`config.mk`:
```
export PLATFORM = sky130hd
export DESIGN_NAME = axi_rd_arbiter_flat
export DESIGN_NICKNAME = d
export VERILOG_FILES = /design/src/rtl/axi_rd_arbiter_if.sv /design/src/rtl/axi_rd_arbiter.sv /design/src/flat_wrapper.sv
export SDC_FILE = /design/constraint.sdc
export NUM_CORES = 1
export LEC_CHECK = 0
export CAP_MARGIN = 20
export CORE_MARGIN = 5
export CORE_UTILIZATION = 30
export DETAILED_ROUTE_END_ITERATION = 10
export GPL_TIMING_DRIVEN = 0
export PLACE_DENSITY_LB_ADDON = 0.2
export REMOVE_ABC_BUFFERS = 1
export SYNTH_ARGS = -nofsm -noshare
export SYNTH_HDL_FRONTEND = slang
export SYNTH_SLANG_ARGS = --single-unit
```
`constraint.sdc`:
```
create_clock -name aclk -period 1.4 [get_ports aclk]
set_input_delay 0.14 -clock aclk [delete_from_list [all_inputs] [get_ports aclk]]
set_output_delay 0.14 -clock aclk [all_outputs]
set_load 0.01 [all_outputs]
```
`src/rtl/axi_rd_arbiter_if.sv`:
```
// Signal bundle for axi_rd_arbiter: icache refill port, core data-read port and AXI AR/R channels.
// master is the arbiter's view; slave is the view of the caches/interconnect around it.
interface axi_rd_arbiter_if;
    logic        ic_rd_req;
    logic [2:0]  ic_rd_type;
    logic [31:0] ic_rd_addr;
    logic        ic_rd_rdy;
    logic        ic_ret_valid;
    logic        ic_ret_last;
    logic [31:0] ic_ret_data;

    logic        d_req;
    logic [1:0]  d_size;
    logic [31:0] d_addr;
    logic        d_addr_ok;
    logic        d_data_ok;
    logic [31:0] d_rdata;

    logic [3:0]  arid;
    logic [31:0] araddr;
    logic [7:0]  arlen;
    logic [2:0]  arsize;
    logic [1:0]  arburst;
    logic [1:0]  arlock;
    logic [3:0]  arcache;
    logic [2:0]  arprot;
    logic        arvalid;
    logic        arready;

    logic [3:0]  rid;
    logic [31:0] rdata;
    logic        rlast;
    logic        rvalid;
    logic        rready;

    modport master (
        input  ic_rd_req, ic_rd_type, ic_rd_addr,
        output ic_rd_rdy, ic_ret_valid, ic_ret_last, ic_ret_data,
        input  d_req, d_size, d_addr,
        output d_addr_ok, d_data_ok, d_rdata,
        output arid, araddr, arlen, arsize, arburst, arlock, arcache, arprot, arvalid,
        input  arready,
        input  rid, rdata, rlast, rvalid,
        output rready
    );

    modport slave (
        output ic_rd_req, ic_rd_type, ic_rd_addr,
        input  ic_rd_rdy, ic_ret_valid, ic_ret_last, ic_ret_data,
        output d_req, d_size, d_addr,
        input  d_addr_ok, d_data_ok, d_rdata,
        input  arid, araddr, arlen, arsize, arburst, arlock, arcache, arprot, arvalid,
        output arready,
        output rid, rdata, rlast, rvalid,
        input  rready
    );
endinterface

```
`src/rtl/axi_rd_arbiter.sv`:
```
// AXI read arbiter: icache refills vs. data reads, one AR at a time, R beats routed by rid.
// Define RD_ARB_RR_EN for round-robin arbitration; default is fixed data-first priority.
module axi_rd_arbiter #(
    parameter logic [3:0]  IC_ID      = 4'd0,
    parameter logic [3:0]  D_ID       = 4'd1,
    parameter int unsigned LINE_BEATS = 4
) (
    input logic              aclk,
    input logic              aresetn,
    axi_rd_arbiter_if.master bus
);

    typedef enum logic [1:0] {IDLE, AR_IC, AR_D} state_e;

    state_e      state_q, state_d;
    logic [3:0]  arid_q, arid_d;
    logic [31:0] araddr_q, araddr_d;
    logic [7:0]  arlen_q, arlen_d;
    logic [2:0]  arsize_q, arsize_d;
    logic        ic_busy_q, ic_busy_d;
    logic        d_busy_q, d_busy_d;
    logic        active_q;
    logic        grant_d, grant_ic;
    logic        d_elig, ic_elig, d_wins;
    logic        ic_beat, d_beat;
`ifdef RD_ARB_RR_EN
    logic        last_grant_q, last_grant_d;
`endif

    always_ff @(posedge aclk or negedge aresetn) begin
        if (!aresetn) state_q <= IDLE;
        else          state_q <= state_d;
    end

    always_comb begin
        state_d  = state_q;
        grant_d  = 1'b0;
        grant_ic = 1'b0;
        // active_q keeps both grants low while reset is (or has just been) applied
        d_elig   = active_q & bus.d_req & ~d_busy_q;
        ic_elig  = active_q & bus.ic_rd_req & ~ic_busy_q;
`ifdef RD_ARB_RR_EN
        d_wins   = d_elig & (~ic_elig | ~last_grant_q);
`else
        d_wins   = d_elig;
`endif
        case (state_q)
            IDLE: begin
                grant_d  = d_wins;
                grant_ic = ic_elig & ~d_wins;
                if (grant_d)       state_d = AR_D;
                else if (grant_ic) state_d = AR_IC;
            end
            AR_IC, AR_D: if (bus.arready) state_d = IDLE;
            default: state_d = IDLE;
        endcase
    end

    always_comb begin
        bus.arvalid      = (state_q != IDLE);
        bus.d_addr_ok    = grant_d;
        bus.ic_rd_rdy    = grant_ic;
        bus.arid         = arid_q;
        bus.araddr       = araddr_q;
        bus.arlen        = arlen_q;
        bus.arsize       = arsize_q;
        bus.arburst      = 2'b01;
        bus.arlock       = '0;
        bus.arcache      = '0;
        bus.arprot       = '0;
        bus.rready       = active_q;
        ic_beat          = active_q & bus.rvalid & (bus.rid == IC_ID);
        d_beat           = active_q & bus.rvalid & (bus.rid == D_ID);
        bus.ic_ret_valid = ic_beat;
        bus.ic_ret_last  = (bus.rid == IC_ID) & bus.rlast;
        bus.ic_ret_data  = bus.rdata;
        bus.d_data_ok    = d_beat;
        bus.d_rdata      = bus.rdata;
    end

    always_comb begin
        arid_d    = arid_q;
        araddr_d  = araddr_q;
        arlen_d   = arlen_q;
        arsize_d  = arsize_q;
        ic_busy_d = ic_busy_q;
        d_busy_d  = d_busy_q;
        if (ic_beat & bus.rlast) ic_busy_d = 1'b0;
        if (d_beat)              d_busy_d  = 1'b0;
        if (grant_d) begin
            arid_d   = D_ID;
            araddr_d = bus.d_addr;
            arlen_d  = '0;
            arsize_d = {1'b0, bus.d_size};
            d_busy_d = 1'b1;
        end else if (grant_ic) begin
            arid_d    = IC_ID;
            araddr_d  = bus.ic_rd_addr;
            arlen_d   = bus.ic_rd_type[2] ? 8'(LINE_BEATS - 1) : '0;
            arsize_d  = bus.ic_rd_type[2] ? 3'b010 : {1'b0, bus.ic_rd_type[1:0]};
            ic_busy_d = 1'b1;
        end
`ifdef RD_ARB_RR_EN
        last_grant_d = grant_d ? 1'b1 : (grant_ic ? 1'b0 : last_grant_q);
`endif
    end

    always_ff @(posedge aclk or negedge aresetn) begin
        if (!aresetn) begin
            arid_q    <= '0;
            araddr_q  <= '0;
            arlen_q   <= '0;
            arsize_q  <= '0;
            ic_busy_q <= 1'b0;
            d_busy_q  <= 1'b0;
            active_q  <= 1'b0;
        end else begin
            arid_q    <= arid_d;
            araddr_q  <= araddr_d;
            arlen_q   <= arlen_d;
            arsize_q  <= arsize_d;
            ic_busy_q <= ic_busy_d;
            d_busy_q  <= d_busy_d;
            active_q  <= 1'b1;
        end
    end

`ifdef RD_ARB_RR_EN
    always_ff @(posedge aclk or negedge aresetn) begin
        if (!aresetn) last_grant_q <= 1'b0;
        else          last_grant_q <= last_grant_d;
    end
`endif

endmodule

```
`src/flat_wrapper.sv`:
```
// flat-port wrapper written by rule: the top's interface ports become plain ports
module axi_rd_arbiter_flat 
#(
    parameter logic [3:0]  IC_ID      = 4'd0,
    parameter logic [3:0]  D_ID       = 4'd1,
    parameter int unsigned LINE_BEATS = 4
)
  (aclk, aresetn, bus_ic_rd_req, bus_ic_rd_type, bus_ic_rd_addr, bus_ic_rd_rdy, bus_ic_ret_valid, bus_ic_ret_last, bus_ic_ret_data, bus_d_req, bus_d_size, bus_d_addr, bus_d_addr_ok, bus_d_data_ok, bus_d_rdata, bus_arid, bus_araddr, bus_arlen, bus_arsize, bus_arburst, bus_arlock, bus_arcache, bus_arprot, bus_arvalid, bus_arready, bus_rid, bus_rdata, bus_rlast, bus_rvalid, bus_rready);
  axi_rd_arbiter_if bus_i ();
  input logic aclk;
  input logic aresetn;
  input wire logic [$bits(bus_i.ic_rd_req)-1:0] bus_ic_rd_req;
  input wire logic [$bits(bus_i.ic_rd_type)-1:0] bus_ic_rd_type;
  input wire logic [$bits(bus_i.ic_rd_addr)-1:0] bus_ic_rd_addr;
  output wire logic [$bits(bus_i.ic_rd_rdy)-1:0] bus_ic_rd_rdy;
  output wire logic [$bits(bus_i.ic_ret_valid)-1:0] bus_ic_ret_valid;
  output wire logic [$bits(bus_i.ic_ret_last)-1:0] bus_ic_ret_last;
  output wire logic [$bits(bus_i.ic_ret_data)-1:0] bus_ic_ret_data;
  input wire logic [$bits(bus_i.d_req)-1:0] bus_d_req;
  input wire logic [$bits(bus_i.d_size)-1:0] bus_d_size;
  input wire logic [$bits(bus_i.d_addr)-1:0] bus_d_addr;
  output wire logic [$bits(bus_i.d_addr_ok)-1:0] bus_d_addr_ok;
  output wire logic [$bits(bus_i.d_data_ok)-1:0] bus_d_data_ok;
  output wire logic [$bits(bus_i.d_rdata)-1:0] bus_d_rdata;
  output wire logic [$bits(bus_i.arid)-1:0] bus_arid;
  output wire logic [$bits(bus_i.araddr)-1:0] bus_araddr;
  output wire logic [$bits(bus_i.arlen)-1:0] bus_arlen;
  output wire logic [$bits(bus_i.arsize)-1:0] bus_arsize;
  output wire logic [$bits(bus_i.arburst)-1:0] bus_arburst;
  output wire logic [$bits(bus_i.arlock)-1:0] bus_arlock;
  output wire logic [$bits(bus_i.arcache)-1:0] bus_arcache;
  output wire logic [$bits(bus_i.arprot)-1:0] bus_arprot;
  output wire logic [$bits(bus_i.arvalid)-1:0] bus_arvalid;
  input wire logic [$bits(bus_i.arready)-1:0] bus_arready;
  input wire logic [$bits(bus_i.rid)-1:0] bus_rid;
  input wire logic [$bits(bus_i.rdata)-1:0] bus_rdata;
  input wire logic [$bits(bus_i.rlast)-1:0] bus_rlast;
  input wire logic [$bits(bus_i.rvalid)-1:0] bus_rvalid;
  output wire logic [$bits(bus_i.rready)-1:0] bus_rready;
  assign bus_i.ic_rd_req = bus_ic_rd_req;
  assign bus_i.ic_rd_type = bus_ic_rd_type;
  assign bus_i.ic_rd_addr = bus_ic_rd_addr;
  assign bus_ic_rd_rdy = bus_i.ic_rd_rdy;
  assign bus_ic_ret_valid = bus_i.ic_ret_valid;
  assign bus_ic_ret_last = bus_i.ic_ret_last;
  assign bus_ic_ret_data = bus_i.ic_ret_data;
  assign bus_i.d_req = bus_d_req;
  assign bus_i.d_size = bus_d_size;
  assign bus_i.d_addr = bus_d_addr;
  assign bus_d_addr_ok = bus_i.d_addr_ok;
  assign bus_d_data_ok = bus_i.d_data_ok;
  assign bus_d_rdata = bus_i.d_rdata;
  assign bus_arid = bus_i.arid;
  assign bus_araddr = bus_i.araddr;
  assign bus_arlen = bus_i.arlen;
  assign bus_arsize = bus_i.arsize;
  assign bus_arburst = bus_i.arburst;
  assign bus_arlock = bus_i.arlock;
  assign bus_arcache = bus_i.arcache;
  assign bus_arprot = bus_i.arprot;
  assign bus_arvalid = bus_i.arvalid;
  assign bus_i.arready = bus_arready;
  assign bus_i.rid = bus_rid;
  assign bus_i.rdata = bus_rdata;
  assign bus_i.rlast = bus_rlast;
  assign bus_i.rvalid = bus_rvalid;
  assign bus_rready = bus_i.rready;
  axi_rd_arbiter #(.IC_ID(IC_ID), .D_ID(D_ID), .LINE_BEATS(LINE_BEATS)) u_core (.aclk(aclk), .aresetn(aresetn), .bus(bus_i));
endmodule
```
* Word level (Yosys, flattened, before mapping) *
Index checks and enable logic that the tools add are counted.

cells by class
  reduce and logical (&&, ||, !) cells = 7
  bitwise logic cells = 13
  muxes and demuxes = 21
  equal/unequal tests = 5

operators by type and width
  kind                                            number
  two-way mux 32 bit                              2
  two-way mux 8 bit                               2
  bitwise AND 1 bit                               10
  two-way mux 2 bit                               5
  two-way mux 4 bit                               2
  two-way mux 1 bit                               7
  two-way mux 3 bit                               2
  nonzero test 2 bit                              3
  == test 4 x 1 -> 1 bit (second input constant)  1
  zero test 4 bit                                 1
  case mux 2 bit (2 select lines)                 1
  != test 3 x 1 -> 1 bit (second input constant)  1
  NOT 1 bit                                       3
  == test 2 x 1 -> 1 bit (second input constant)  1
  == test 2 bit (second input constant)           1
  zero test 2 bit                                 1
  != test 2 bit (second input constant)           1
  AND reduction 2 bit                             1
  OR reduction 2 bit                              1

word-level totals
  output and inout port bits = 129
  input port bits = 112
  logic and storage cells = 54
  flip-flop bits (word level) = 52

* Logic depth before layout (Yosys ltp) *
Gate-level depths: netlist of the first run.

  depth after elaboration = 7
  gate-level depth with buffers = 8
  mapped depth without buffers = 5

* Least setup slack after synthesis of the first run *
OpenSTA, ideal clock, no wires.

  kind = flip-flop to flip-flop
  from = register u_core.state_q[0]
  to = register u_core.araddr_q[12] (netlist: u_core.bus.araddr[12])
  setup slack = -0.039 ns
  stages on the path, launching flop included = 8
  library setup time = 0.127 ns
  buffers on the path = 2
  arrival = 1.312 ns
  clock period less this slack = 1.439 ns
  data required time = 1.273 ns
  cell sequence = dfrtp_1 > inv_1 > ha_1 > buf_4 > nand4b_4 > buf_6 > o32ai_2 > a21oi_2

between the ends
  word-level cells in the longest chain between the ends = 3
  elaborated cells between the ends (all ways) = 5
  classes of those cells = 3 x mux; 2 x reduce/logical

ends and longest elaborated chain
  item                                                             line                   source
  from (decl)                                                      axi_rd_arbiter.sv:15   state_e state_q, state_d;
  from (signal assigned)                                           axi_rd_arbiter.sv:32   else state_q <= state_d;
  zero test 2 bit *                                                axi_rd_arbiter.sv:47   case (state_q)
  two-way mux 1 bit                                                axi_rd_arbiter.sv:47
  two-way mux 32 bit / nonzero test 2 bit (equally long branches)  -
  to (signal assigned)                                             axi_rd_arbiter.sv:119  araddr_q <= araddr_d;
  to (decl)                                                        axi_rd_arbiter.sv:17   logic [31:0] araddr_q, araddr_d;

Mark *: on every way between the ends. The rest lies on a longest branch, timed or not.
A chain may end at the register's enable or synchronous reset.

* Worst setup path after layout of the first run *
  from = register u_core.state_q[1]
  to = output bus_d_addr_ok

between the ends
  word-level cells in the longest chain between the ends = 2

ends and longest elaborated chain
  item               line                  source
  zero test 2 bit    axi_rd_arbiter.sv:47
  two-way mux 1 bit  axi_rd_arbiter.sv:47
  to (decl)          flat_wrapper.sv:22    output wire logic [$bits(bus_i.d_addr_ok)-1:0] bus_d_addr_ok;

Every way passes these cells.

==> results of run 1 <==
logic make-up (layout without fill, tap and decap cells):
kind of cell             Yosys count  in the layout
other                              2             22
AND/OR/NAND/NOR                   19             22
buffers and inverters            142            216
adder cells (fa/ha/maj)            1              1
multiplexers                       2              2
AO/OA/AOI/OAI                     76             76
flip-flops                        41             41
metrics by stage:
step	instances	TNS, ns
final	513	-6.61
after detailed placement	460	-43.93
after global routing	513	-9.45
after floorplan	201	-31.67
after CTS	507	-5.20
after global placement	457	-114.46
repair_timing:
action                                  in CTS  in global routing
pin swaps                                   10                  5
hold buffers                                 1                  0
endpoints found under the setup margin      47                 47
buffers inserted                            34                  6
cloned                                       4                  1
hold endpoints to repair                    17                  0
resized for setup                           77                 21
how the worst min path moves through the flow:
stage,start,end,cells after the start
after global placement,bus_rdata[25],bus_d_rdata[25],0
after global routing,bus_rdata[25],bus_d_rdata[25],0
after detailed placement,aresetn,u_core.d_busy_q,1
after floorplan,aresetn,u_core.bus.araddr[0],0
final,bus_rdata[15],bus_d_rdata[15],0
after CTS,bus_rdata[25],bus_d_rdata[25],0
final cells by class:
| type | instances | area [sq um] | share of cell area [%] |
|---|---|---|---|
| clock buffer | 8 | 80.1 | 1.75 |
| inverter | 40 | 150 | 3.28 |
| multi-input combinational | 123 | 1380 | 30.2 |
| sequential | 41 | 1030 | 22.5 |
| tap | 133 | 166 | 3.64 |
| timing repair buffer | 168 | 1770 | 38.6 |
power groups by stage:
stage,clock network (mW),registers (mW),logic (mW)
CTS,0.824,1.97,3.13
finish,0.788,1.97,3.21
global placement,0,1.96,2.62
floorplan,0,2.20,0.901
detailed placement,0,1.97,2.68
global route,0.870,2.03,3.44
per-layer routing:
layer	GRT usage [%]	share of wire, %	vias to the layer above
li1	-	-	1056
met1	23.9	44	1122
met5	5.36	0.37	-
met2	24.5	41	158
met3	12.0	15	6
met4	2.14	0.19	2
registers in the layout, summed over array words and instances (netlist names):
name and count:
u_core.state_q 2, u_core.bus.arsize 2, u_core.ic_busy_q 1, u_core.bus.araddr 32, u_core.bus.arid 1, u_core.bus.rready 1, u_core.d_busy_q 1, u_core.bus.arlen 1
placed cells by master, fill, tap and decap left out, types with 2 or more instances in the layout:
cell type        synthesis  routed
nor3_2                   0       2
clkbuf_1                 0       3
clkdlybuf4s50_1          0     108
nor2_4                   0       2
conb_1                   2      22
a21oi_2                 20      22
nor2_2                   1       2
o32ai_2                 28      16
buf_6                    7      10
o32ai_4                  0      12
buf_4                   90      22
o32ai_1                  4       4
a221oi_2                 2       2
buf_2                    2       4
mux2i_1                  2       2
dlymetal6s2s_1           0       2
buf_8                    1       4
a21oi_1                 12      10
nand4b_4                 1       5
buf_12                   0       9
dlygate4sd2_1            0       4
clkdlybuf4s15_1          0       2
clkbuf_8                 0       5
inv_2                    0       4
nand2_1                  4       3
dfrtp_1                 41      39
inv_1                   40      36
worst reg2reg max path, cell delays in order, from the launching register on:
cell and delay, ns:
dfrtp_1 0.38, inv_2 0.07, ha_4 0.17, buf_6 0.11, buf_6 0.11, nand4b_4 0.12, buf_4 0.25, mux2i_1 0.09
a31o_1 0.19
==> run metrics, run 1 <==
CP Capture Type primary output; Std-Cell Rows 36; internal power 3.91 mW; Ant. Diodes 0; area growth from synthesis to layout 53.2%; max_cap viols 0; Die ar. 0.0120 sq mm; initial antenna violation count 0; PwrDens 1310 mW/mm^2; sw frac 34.5%; post-synthesis simple-gate area fraction 4.57%; status finished, violations left; most common cell in the netlist buf_4; final slew viol count 0; Gate Count Post-Synth 283; post-synthesis compound-gate area fraction 28.1%; Critical Path Stages 7; DRC 0; TritonRoute pass-1 iters 4; ANT nets after route 0; Worst Path Arrival 1.48 ns; Worst path slowest cell dfrtp_1; Final Cycle Share 116%; DRT iter0 DRCs 70; largest net degree at the start of global routing 25; beginning of the worst register-to-register path u_core.state_q[1]; Synth Area in Adders 0.419%; initial core utilization 30.7%; Syn Area/Cell 10.5 sq um; fin area 0.00457 sq mm; drt wl/cell 21.9 um; maximum vdd ir drop 0.000460 V; Critical Path End bus_d_addr_ok; CTS sink cnt 41; Synthesis Warnings 0; Setup WS post-layout -0.224 ns; Clk Latency, worst-skew pair 0.29 ns; CTS H-tree depth 2; post-layout min period 1.62 ns; Place WS -1.47 ns; clk buf depth 2; Ports 241; Die W 110 um; worst path bufs/invs 5; Clock power frac 13.2%; Via density 4.57; flops & latches, synth 41; synth unique cells 34; Slowest Stage Delay on Critical Path 0.41 ns; Reg clk slew, reported paths 0.09 ns; total chip power 5.97 mW; HP Class in -> out; setup repair after global routing missed its margin yes; asr flop ratio synth 100%; clock buffer count from CTS 5; Reg2Reg Depth 8; combinational family with the most area after synthesis buffers and inverters; area leader, netlist dfrtp_1; WL final 11200 um; Crit Path Max Fanout 3; Area after DPL 0.00373 sq mm; gp weighted congestion 0.655; skew final 0.00602 ns; number of synthesized flops with an enable pin 0; delay-heaviest family, CP buffers and inverters; worst setup path category reg -> out; number of global-route vias before repair 2414; gr ovfl total 0; CP startpoint u_core.state_q[1]; CTS root buf clkbuf_8; reg2reg end u_core.state_q[1]; final core utilization 47.0%; DP HPWL 7080 um; most frequent CP cell buf_6; sequential area share after synthesis 34.4%; first-pass GRT wire length 15600 um; Final Hold Violating Endpoints 0; layout cell share with drive strength beyond 1 35.0%; failing checks negative setup slack; CTS tree yes; Leak Pwr 1.96 nW; hold_ws 0.280 ns; Sw Pwr 2.06 mW; post-synthesis xor/xnor area fraction 0%; Die Ht 110 um; r2r setup slk -0.21 ns; cells along the critical path inv_2 -> ha_4 -> buf_6 -> buf_6 -> nand4b_4 -> inv_2 -> buf_6; Gate power share 53.8%; Seq pwr share 32.9%; Cell Area, Synth 0.00299 sq mm; mux cell area share after synthesis 0.671%; vias 2344; global-route usage over all layers 18.0%; setup violators final 43; area share of the largest cell type after synthesis 34.4%; Synth top cells by count buf_4 (90), dfrtp_1 (41), inv_1 (40); fill count 949; Main synth FF type dfrtp_1; CP required 1.26 ns; top cells by area, synth dfrtp_1 (34%), buf_4 (23%), o32ai_2 (15%); startpoint types flop; core area 0.00973 sq mm; Port Buffers 123; nets 492; Fmax 616 MHz
(Power assumes the default switching activity.)
==> run 2: changes to the inputs <==
Settings changed: CTS_CLUSTER_SIZE set to 24, PLACE_DENSITY set to 0.77, PLACE_DENSITY_LB_ADDON 0.2 to not set.
==> run metrics, run 2 (synthesis results as in run 1) <==
Ports 241 (unchanged); Die W 110 um (unchanged); global-route usage over all layers 18.8% (was 18.0%); Leak Pwr 1.93 nW (was 1.96 nW); Final Hold Violating Endpoints 0 (unchanged); fin area 0.00438 sq mm (was 0.00457 sq mm); clk buf depth 2 (unchanged); clock buffer count from CTS 5 (unchanged); DRC 0 (unchanged); most frequent CP cell inv_2 (was buf_6); Setup WS post-layout -0.235 ns (was -0.224 ns); Reg clk slew, reported paths 0.08 ns (was 0.09 ns); skew final 0.00471 ns (was 0.00602 ns); gp weighted congestion 0.749 (was 0.655); failing checks negative setup slack (unchanged); layout cell share with drive strength beyond 1 32.4% (was 35.0%); max reg flops 32 (unchanged); final slew viol count 0 (unchanged); CTS sink cnt 41 (unchanged); Worst Path Arrival 1.50 ns (was 1.48 ns); TritonRoute pass-1 iters 4 (unchanged); hold_ws 0.280 ns (about the same); Die ar. 0.0120 sq mm (unchanged); Area after DPL 0.00373 sq mm (unchanged); status finished, violations left (unchanged); fill count 907 (was 949); Die Ht 110 um (unchanged); Cells after DPL 460 (unchanged); Fmax 611 MHz (was 616 MHz); max_slew headroom 62.1%; WL final 11900 um (was 11200 um); PwrDens 1330 mW/mm^2 (was 1310 mW/mm^2); worst setup path category reg -> out (unchanged); Clk Latency, worst-skew pair 0.29 ns (about the same); setup violators final 42 (was 43); max_cap viols 0 (unchanged); core area 0.00973 sq mm (unchanged); vias 2356 (was 2344); area growth from synthesis to layout 46.9% (was 53.2%); Ant. Diodes 0 (unchanged); largest net degree at the start of global routing 22 (was 25); Std-Cell Rows 36 (unchanged); ANT nets after route 0 (unchanged); Via density 4.71 (was 4.57); DP HPWL 8120 um (was 7080 um); Slowest Stage Delay on Critical Path 0.41 ns (about the same); Least-Margin Pin Slew 0.568 ns; maximum vdd ir drop 0.000621 V (was 0.000460 V); drt wl/cell 23.8 um (was 21.9 um); CP Capture Type primary output (unchanged); CTS tree yes (unchanged); CTS root buf clkbuf_8 (unchanged); startpoint types flop (unchanged); nets 479 (was 492); initial antenna violation count 1 (was 0); post-layout min period 1.64 ns (was 1.62 ns); gr ovfl total 0 (unchanged); Final Cycle Share 117% (was 116%); Port Buffers 123 (unchanged); cells along the critical path inv_2 -> ha_4 -> buf_4 -> buf_12 -> nand4b_4 -> inv_2 -> buf_6 (was inv_2 -> ha_4 -> buf_6 -> buf_6 -> nand4b_4 -> inv_2 -> buf_6); CP required 1.26 ns (about the same); leading cell types in the layout, fill and taps excluded clkdlybuf4s50_1 (105), dfrtp_1 (39), inv_1 (37) (was clkdlybuf4s50_1 (108), dfrtp_1 (39), inv_1 (36)); initial core utilization 30.7% (unchanged); DRT iter0 DRCs 66 (was 70); Crit Path Max Fanout 3 (unchanged); most common cell after layout, fill and taps aside clkdlybuf4s50_1 (unchanged); first-pass GRT wire length 16300 um (was 15600 um); HP Class in -> out (unchanged); CTS H-tree depth 2 (unchanged); Worst path slowest cell dfrtp_1 (unchanged); setup repair after global routing missed its margin yes (unchanged); fin cells 500 (was 513); number of global-route vias before repair 2497 (was 2414)
run 2: final timing paths:
check | depth (start not counted) | to | startpoint | slack (ns)
worst max-delay path | 7 | bus_d_addr_ok | u_core.state_q[0] | -0.24
worst min-delay path | 0 | bus_d_rdata[13] | bus_rdata[13] | 0.28
worst max register to register | 7 | u_core.bus.araddr[29] | u_core.state_q[0] | -0.18
worst min register to register | 2 | u_core.bus.arid[0] | u_core.bus.arid[0] | 0.51
max in group asynchronous | 3 | u_core.bus.rready | aresetn | 0.52
min in group asynchronous | 2 | u_core.state_q[0] | aresetn | 0.37
run 2: metal layers:
| metal | up-vias | track usage (%) | routed length [um] |
|---|---|---|---|
| li1 | 1032 | - | - |
| met1 | 1127 | 23.1 | 4760 |
| met2 | 180 | 26.6 | 4990 |
| met3 | 13 | 14.2 | 1980 |
| met4 | 4 | 2.49 | 97 |
| met5 | - | 4.46 | 79 |
run 2: layout make-up:
class	count	area [sq um]	share of cell area, %
multi-input combinational	123	1280	29.3
inverter	40	150	3.42
timing repair buffer	155	1670	38.1
sequential	41	1030	23.5
clock buffer	8	80.1	1.83
tap	133	166	3.80
run 2: what timing repair did:
item                       CTS  global route
resized for setup           56            22
cloned                       4             1
buffers inserted            22             5
hold endpoints to repair    20             0
setup endpoints to repair   48            51
hold buffers                 1             0
pin swaps                    7             4
run 2: worst max-delay path, delay by kind of cell (launching register included):
| kind | cells | cell delay, ns |
|---|---|---|
| AND/OR/NAND/NOR | 1 | 0.14 |
| flip-flops | 1 | 0.41 |
| adder cells (fa/ha/maj) | 1 | 0.16 |
| buffers and inverters | 5 | 0.51 |
run 2: report_power, final:
group / internal (mW) / total, mW / switching (mW)
Combinational: 1.76 / 3.09 / 1.33
Clock: 0.355 / 0.762 / 0.406
Sequential: 1.69 / 1.99 / 0.306
run 2: stage by stage:
stage	TNS [ns]	power, mW	setup WS, ns	utilization [%]
final	-6.28	5.84	-0.235	45.1
after global routing	-9.06	6.22	-0.290	45.1
after CTS	-6.20	5.83	-0.229	43.5
after detailed placement	-40.94	4.68	-1.46	38.4
after global placement	-102.13	4.56	-1.64	37.7
after floorplan	-31.67	3.10	-0.816	-
